File: config.mk
export PLATFORM = sky130hd
export DESIGN_NAME = uart_tx_arbiter
export DESIGN_NICKNAME = d
export VERILOG_FILES = /design/src/rtl/uart_tx_arbiter.sv
export SDC_FILE = /design/constraint.sdc
export NUM_CORES = 1
export LEC_CHECK = 0
export ABC_CLOCK_PERIOD_IN_PS = 2860
export BUFFER_PORTS_ARGS = -buffer_cell sky130_fd_sc_hd__buf_2
export CORE_MARGIN = 1.5
export CORE_UTILIZATION = 45
export DETAILED_ROUTE_END_ITERATION = 12
export PLACE_DENSITY = 0.75
export SETUP_SLACK_MARGIN = 0.3
export SYNTH_ARGS = -nofsm -noshare
export SYNTH_HDL_FRONTEND = slang
export SYNTH_SLANG_ARGS = --single-unit
export TNS_END_PERCENT = 1
File: constraint.sdc
create_clock -name clk -period 2.86 [get_ports clk]
set_input_delay 0.286 -clock clk [delete_from_list [all_inputs] [get_ports clk]]
set_output_delay 0.286 -clock clk [all_outputs]
set_load 0.01 [all_outputs]
File: src/rtl/uart_tx_arbiter.sv
// uart_tx_arbiter: round-robin scheduler sharing one UART transmitter among
// NREQ byte producers. Each grant moves one byte (optionally preceded by a
// tag byte 8'hA0 | grant_id) through the transmitter using a start/done
// exchange guarded by a watchdog.
//
// Requester handshake: a requester raises req_valid[i] with req_data[i]
// and holds both stable until it sees req_ready[i]. req_ready is a one-cycle,
// one-hot pulse that marks the byte as taken; in the next cycle the requester
// either drops req_valid[i] or presents its next byte. Inputs are sampled only
// in IDLE, so anything presented while busy simply waits.
module uart_tx_arbiter #(
  parameter int NREQ    = 4,
  parameter int TAG_EN  = 1,
  parameter int TIMEOUT = 4096
) (
  input  logic                    clk,
  input  logic                    rst,
  input  logic [NREQ-1:0]         req_valid,
  input  logic [8*NREQ-1:0]       req_data,
  output logic [NREQ-1:0]         req_ready,
  output logic [$clog2(NREQ)-1:0] grant_id,
  output logic                    busy,
  output logic                    tx_start,
  output logic [7:0]              tx_data,
  input  logic                    tx_done,
  output logic                    err_timeout
);

  localparam int GW = $clog2(NREQ);
  localparam int WW = $clog2(TIMEOUT);
  localparam logic [WW-1:0] WD_LAST = WW'(TIMEOUT - 1);

  typedef enum logic [2:0] {
    S_IDLE,
    S_SEND_TAG,
    S_WAIT_TAG,
    S_SEND_DATA,
    S_WAIT_DATA
  } state_t;

  state_t          state;
  state_t          state_next;
  logic [GW-1:0]   last_grant;
  logic [7:0]      payload;
  logic [WW-1:0]   wd_cnt;
  logic            wd_expired;

  logic            sel_found;
  logic [GW-1:0]   sel_idx;
  logic [GW-1:0]   cand;
  logic [7:0]      sel_byte;
  logic [7:0]      sel_tag;

  // Round-robin pick: first valid requester searching upward from last_grant+1.
  always_comb begin
    sel_found = 1'b0;
    sel_idx   = '0;
    cand      = '0;
    for (int k = 1; k <= NREQ; k++) begin
      cand = GW'((int'(last_grant) + k) % NREQ);
      if (!sel_found && req_valid[cand]) begin
        sel_found = 1'b1;
        sel_idx   = cand;
      end
    end
    sel_byte = req_data[{sel_idx, 3'b000} +: 8];
    sel_tag  = 8'hA0 | 8'(sel_idx);
  end

  assign wd_expired = (wd_cnt == WD_LAST);

  // FSM state register.
  always_ff @(posedge clk) begin
    if (rst) begin
      state <= S_IDLE;
    end else begin
      state <= state_next;
    end
  end

  // Next-state and per-state outputs; tx_done wins over a coincident timeout.
  always_comb begin
    state_next  = state;
    busy        = 1'b1;
    tx_start    = 1'b0;
    err_timeout = 1'b0;
    case (state)
      S_IDLE: begin
        busy = 1'b0;
        if (sel_found) begin
          state_next = (TAG_EN != 0) ? S_SEND_TAG : S_SEND_DATA;
        end
      end
      S_SEND_TAG: begin
        tx_start   = 1'b1;
        state_next = S_WAIT_TAG;
      end
      S_WAIT_TAG: begin
        if (tx_done) begin
          state_next = S_SEND_DATA;
        end else if (wd_expired) begin
          err_timeout = 1'b1;
          state_next  = S_IDLE;
        end
      end
      S_SEND_DATA: begin
        tx_start   = 1'b1;
        state_next = S_WAIT_DATA;
      end
      S_WAIT_DATA: begin
        if (tx_done) begin
          state_next = S_IDLE;
        end else if (wd_expired) begin
          err_timeout = 1'b1;
          state_next  = S_IDLE;
        end
      end
      default: begin
        state_next = S_IDLE;
      end
    endcase
  end

  // Grant capture, transmit byte, acceptance pulse, watchdog and RR pointer.
  always_ff @(posedge clk) begin
    if (rst) begin
      last_grant <= GW'(NREQ - 1);
      grant_id   <= '0;
      payload    <= '0;
      tx_data    <= '0;
      req_ready  <= '0;
      wd_cnt     <= '0;
    end else begin
      req_ready <= '0;
      if (state == S_IDLE && sel_found) begin
        grant_id  <= sel_idx;
        payload   <= sel_byte;
        req_ready <= NREQ'(1) << sel_idx;
        tx_data   <= (TAG_EN != 0) ? sel_tag : sel_byte;
      end
      if (state == S_WAIT_TAG && tx_done) begin
        tx_data <= payload;
      end
      // The watchdog restarts on every launch and saturates rather than wraps.
      if (state == S_SEND_TAG || state == S_SEND_DATA) begin
        wd_cnt <= '0;
      end else if ((state == S_WAIT_TAG || state == S_WAIT_DATA) && !wd_expired) begin
        wd_cnt <= wd_cnt + WW'(1);
      end
      // The pointer moves on every return to IDLE, including aborts.
      if (state != S_IDLE && state_next == S_IDLE) begin
        last_grant <= grant_id;
      end
    end
  end

endmodule

# == After elaboration in Yosys (flattened, before gate mapping) ==
# Index checks and enable logic that the tools add are counted.
# word_totals
register_bits,39
word_cells,73
latch_bits,0
mem_bits_ro,0
ramBits,0
output_inout_bits,17
mem_count,0
# classes
magnitude_cmp,4
add_sub_neg,5
muxes,28
div,0
n_reduce_logical,21
n_bitwise,1
n_shift,2
n_eq_ne,5
multipliers,0
# op_table
op,count
$shiftx A32 B6 Y8,1
$mux W8,2
$pmux W3 S5,1
$mux W1,13
$add A12 B1 Y12 const B,1
$eq A12 B12 Y1 const B,1
$lt A2 B3 Y1 const B,4
$mux W3,4
$bmux W1 S2,4
$mux W2,4
$reduce_or A2 Y1,4
$logic_and A1 B1 Y1,7
$eq A3 B2 Y1 const B,2
$logic_not A3 Y1,2
$add A2 B1 Y2 const B,2
$add A2 B2 Y2 const B,2
$logic_not A1 Y1,4
$shl A1 B2 Y4 const A,1
$eq A3 B1 Y1 const B,1
$eq A3 B3 Y1 const B,1
$reduce_bool A3 Y1,1
$logic_or A1 B1 Y1,2
$reduce_bool A2 Y1,1
$not A1 Y1,1

# == Longest topological paths before layout ==
# logic_depth
depth_word,17
ltp_mapped,7
ltp_nobuf,6

# == Least setup slack after synthesis ==
# Ideal clock, no wire load.
# synth_path
path_type,reg2reg
startpoint,register state[0]
endpoint,register tx_data[0]
path_slack_ps,1361
required_time_ps,2728
setup_ps,132
arrival_time_ps,1367
stages_incl_launch_ff,7
path_cell_list,dfxtp_1 buf_2 or3_1 a21oi_2 nor2_2 a22oi_1 a21oi_1
# synth_between
elab_chain_cells,3
word_cells_on_any_way,6
# synth_lines
element,line,source
from (decl),41,state_t state;
from (signal assigned),77,state <= state_next;
$eq A3 B2 Y1 or $logic_not A3 Y1 (tied branches),"141, 135",
$logic_and A1 B1 Y1 (on tied branches),"141, 135",
$mux W8 or $reduce_bool A2 Y1 (tied branches),n/a,
to (signal assigned),139,tx_data <= (TAG_EN != 0) ? sel_tag : sel_byte;
to (signal assigned),142,tx_data <= payload;
to (decl),24,"output logic [7:0] tx_data,"
# Several ways; a longest one is shown, not always the timed one.
# A chain may end at the register's enable or synchronous reset.

# == Worst setup path in the final report ==
# layout_path
startpoint,register last_grant[1]
endpoint,register payload[6]
# layout_between
elab_chain_cells,14
word_cells_on_any_way,28
# layout_lines
element,line,source
from (decl),43,logic [GW-1:0] last_grant;
from (signal assigned),127,last_grant <= GW'(NREQ - 1);
from (signal assigned),152,last_grant <= grant_id;
$add A2 B1 Y2,60,cand = GW'((int'(last_grant) + k) % NREQ);
$bmux W1 S2,61,if (!sel_found && req_valid[cand]) begin
$mux W1 (not written as such),61,
$mux W1,61,
$logic_not A1 Y1,61,
$logic_and A1 B1 Y1,61,
$mux W1,61,
$logic_not A1 Y1,61,
$logic_and A1 B1 Y1,61,
$mux W1,61,
$logic_not A1 Y1,61,
$logic_and A1 B1 Y1,61,
$mux W2 or $mux W1 (tied branches),61,
$shiftx A32 B6 Y8 or $logic_and A1 B1 Y1 (tied branches),"66, 135",
to (signal assigned),137,payload <= sel_byte;
to (decl),44,logic [7:0] payload;
# Several ways; a longest one is shown, not always the timed one. The select of a mux whose other input is x is not followed.

==> results <==
- The smallest clock period supported by the final layout is computed as 1.88 ns.
- The ratio of cells with drive above 1 in the final layout is 0.297.
- The die is 68.5 µm wide.
- The die covers 0.00469 mm².
- The clock-pin slew on the worst setup and hold paths is 0.08 ns.
- The number of detailed-routing iterations run before antenna repair is 5.
- The worst setup slack for register-to-register paths is 0.98 ns.
- In this run the most critical hold path is launched from tx_done.
- The element type at the critical path start is a flip-flop.
- The global-route wire length before repair is 6310 µm.
- The max-slew violation count came to 0.
- Across every metal layer, demand over resource in global routing totals 0.184.
- Counting along the longest clock path gives a buffer depth of 2.
- The area added between synthesis and finish is 21.8%.
- The largest single stage delay on the critical path is 0.41 ns.
- The vias per cell is 5.22.
- The count of final hold-check violations is 0.
- Along the worst path, the maximum fanout reaches 16.
- In this run the critical register-to-register path is launched from last_grant[1]$_SDFFE_PP1P_.
- The number of enable-type register cells in the synthesized netlist is 0.
- After synthesis, the netlist uses 41 different library cells.
- The repair_antennas step left the layout with diodes totalling 0.
- The flow ran to the end, and the final reports show no timing, DRC or antenna violations.
- The clock latency at the later pin of the worst-skew pair is 0.30 ns.
- The commonest cells after synthesis are 39 x dfxtp_1, 26 x nor2_1, 16 x mux2i_1.
- The endpoint of the worst hold-timing path is state[1]$_SDFF_PP0_.
- Of the available clock period, the critical path in the final layout requires 0.657.
- TritonCTS built the clock tree.
- The maximum clock frequency is 0.532 GHz.
- The largest individual stage delay along the critical path comes from the cell dfxtp_1.
- The remaining number of nets flagged by the antenna check after routing is 0.
- Among cell families on the critical path, the largest total delay comes from compound AO/OA/AOI/OAI gates.
- The core region is 0.00406 mm².
- The total wirelength of the detailed-routed design is 3980 µm.
- Summing over every cut layer, the via total after detailed routing is 1649.
- At the worst endpoint, the arrival time is 2.04 ns.
- STA puts the critical path data required time at 3.02 ns.
- The synthesized instance count is 214.
- The synthesized design contains 39 register bits.
- The worst setup path is of the reg -> reg kind.
- The share of the synthesized area in the top cell type is 0.404.
- The number of nets in the synthesized netlist is 254.
- In this run, post-CTS hold repair placed 0 buffers.
- Together, buffers and inverters on the worst path number 1.
- Measured in cells, the most critical reg-to-reg path has a length of 6.
- The remaining routing DRC violations is 0.
- Routability-driven placement finished with a final weighted congestion of 0.775.
- For this block, the initial DRC count from the detailed router was 69.
- The synthesized netlist occupies a cell area of 0.00193 mm².
- The number of antenna violations at the first check in global routing is 0.
- The number of buffers created by CTS is 5.
- The total power per unit cell area is 604 mW/mm².
- The layout net count is 305.
- The count of max-cap constraint violations is 0.
- The minimum setup slack in the final design is 0.981 ns.
- The count of final setup violators is 0.
- The HPWL reported at the end of detailed placement is 2950 µm.
- In the synthesized netlist the async set-or-reset flop fraction comes to 0.
- Counting instances, the worst hold path has a depth of 3.
- Overall power consumption after layout is estimated at 0.00142 W.
- The most frequent cell after synthesis is dfxtp_1.
- The number of synthesis warnings is 0.
- The leakage power total is 1.05 nW.
- The number of global-route vias before repair was 1444.
- The class of the worst hold path is in -> reg.
- The reg-to-reg endpoint is payload[6]$_SDFFE_PP0P_.
- The cell taking the most area after synthesis is dfxtp_1.
- After floorplanning, the core was divided into 23 placement rows.
- The count of buffers added on input and output ports is 55.
- The height of the die is 68.5 µm.
- After global routing the overflow that remains totals 0.
- For this design the top-level I/O count stands at 56.
- By instance count, the cell type seen most on the critical path is o21ai_1.
- The post-placement setup slack is 0.895 ns.
- At the pin with the least slew margin, the transition time is 1.02 ns.
- Counting every sink on the clock net gives 39.
- The most instantiated flip-flop cell in the synthesis netlist is dfxtp_1.
- CTS placed an instance of clkbuf_8 at the clock tree root.
- The starting utilization of the core area is 0.476.
- Of the synthesized area, sequential elements account for 0.404.
- Once layout is complete, the utilization of the core stands at 0.580.
- Dividing the synthesized area by the synthesized cell count gives 9.02 µm².
- The worst setup path is captured at a flip-flop.
- After clock tree synthesis, the repair step resized 0 gates.
- The non-filler instance count after layout is 316.
- The average wire length per cell after detail routing is 12.6 µm.
- The maximum vdd ir drop is 310 µV.
- Setup repair after global routing left no endpoint under its margin.
- The largest net degree at the start of global routing is 28.
- Headroom to the max-slew limit came out at 0.317.
- In the final timing run, aggregate negative setup slack is 0 ns.
- For the final database, setup skew stands at 0.00991 ns.
- After synthesis, the cell types taking the most area are dfxtp_1 40%, mux2i_1 8.3%, nor2_1 5.1%, xor2_1 5.0%, mux2_2 4.7%.
- The cell count after placement is 308.
- Walking the worst path, the cells encountered are o21ai_1 -> o221ai_2 -> buf_4 -> mux2i_1 -> mux2_2 -> o21ai_1.
- The number of H-tree levels is 2.
- After clock tree synthesis, the setup repair step added 0 buffers.
==> per-stage QoR <==
step	area, µm²	hold slack, ns
after floorplan	1930	0.446
after global placement	2220	0.457
after detailed placement	2220	0.461
after CTS	2350	0.362
after global routing	2350	0.389
final	2350	0.369
==> report_power, final <==
group / internal [W] / switching (W) / leakage [nW]
clock: 0.000348 / 0.000193 / 0.0644
combinational: 0.000112 / 0.000151 / 0.665
sequential: 0.000588 / 0.0000304 / 0.318
total: 0.00105 / 0.000374 / 1.05
==> sequential cells by signal (all words and copies together) (netlist names) <==
signal      flops
state           3
req_ready       4
payload         8
wd_cnt         12
last_grant      2
tx_data         8
grant_id        2
==> worst max path at each step <==
stage / startpoint / endpoint / slack (ns) / depth (start not counted)
2_1_floorplan: state[0]$_SDFF_PP0_ / tx_data[0]$_SDFFE_PP0P_ / 1.36 / 6
3_3_place_gp: req_valid[3] / payload[6]$_SDFFE_PP0P_ / 1.00 / 7
3_5_place_dp: req_valid[1] / payload[7]$_SDFFE_PP0P_ / 0.90 / 5
4_1_cts: last_grant[1]$_SDFFE_PP1P_ / payload[6]$_SDFFE_PP0P_ / 0.95 / 6
5_1_grt: last_grant[1]$_SDFFE_PP1P_ / payload[6]$_SDFFE_PP0P_ / 0.80 / 6
6_report: last_grant[1]$_SDFFE_PP1P_ / payload[6]$_SDFFE_PP0P_ / 0.98 / 6
==> cells by family (layout without fill, tap and decap cells) <==
group,after synthesis,count (layout),share of synthesized area
and+or+nand+nor,86,86,0.240
AOI/OAI and AO/OA,35,35,0.124
DFF,39,39,0.404
adders and majority gates,1,1,0.00648
buffers and inverters,17,69,0.0408
xor gates and xnor gates,12,12,0.0544
muxes,24,24,0.130
==> layout by cell type (no fill, tap or decap), types with 6 or more instances in the layout <==
cell type   n
buf_2      55
dfxtp_1    39
nor2_1     26
mux2i_1    16
xor2_1     11
o21ai_1    10
nand2_1    10
mux2_2      8
nand4_1     7
a21oi_1     7
nand3b_1    7
nand2b_1    6
nand3_1     6
a22oi_1     6
==> per-layer routing <==
layer	wire, µm	part of all wire	global-route usage	vias up
met3	268	0.067	0.0601	12
met4	125	0.031	0.0875	0
met1	1900	0.48	0.218	731
met2	1690	0.42	0.298	47
li1	-	-	-	859
met5	0	0	0	-
==> worst reg2reg max path: stages (launching register included) <==
cell and delay (ns):
dfxtp_1 0.41, o21ai_1 0.11, o221ai_2 0.38, buf_4 0.35, mux2i_1 0.27, mux2_2 0.18, o21ai_1 0.05
==> final cells by class <==
class | instances | area (µm²)
Sequential cell | 39 | 781
Timing Repair Buffer | 56 | 283
Tap cell | 50 | 62.6
Clock buffer | 5 | 68.8
Fill cell | 371 | 1710
Inverter | 5 | 18.8
Clock inverter | 3 | 67.6
Multi-Input combinational cell | 158 | 1070
No activity file was read; power rests on OpenSTA's default activity.
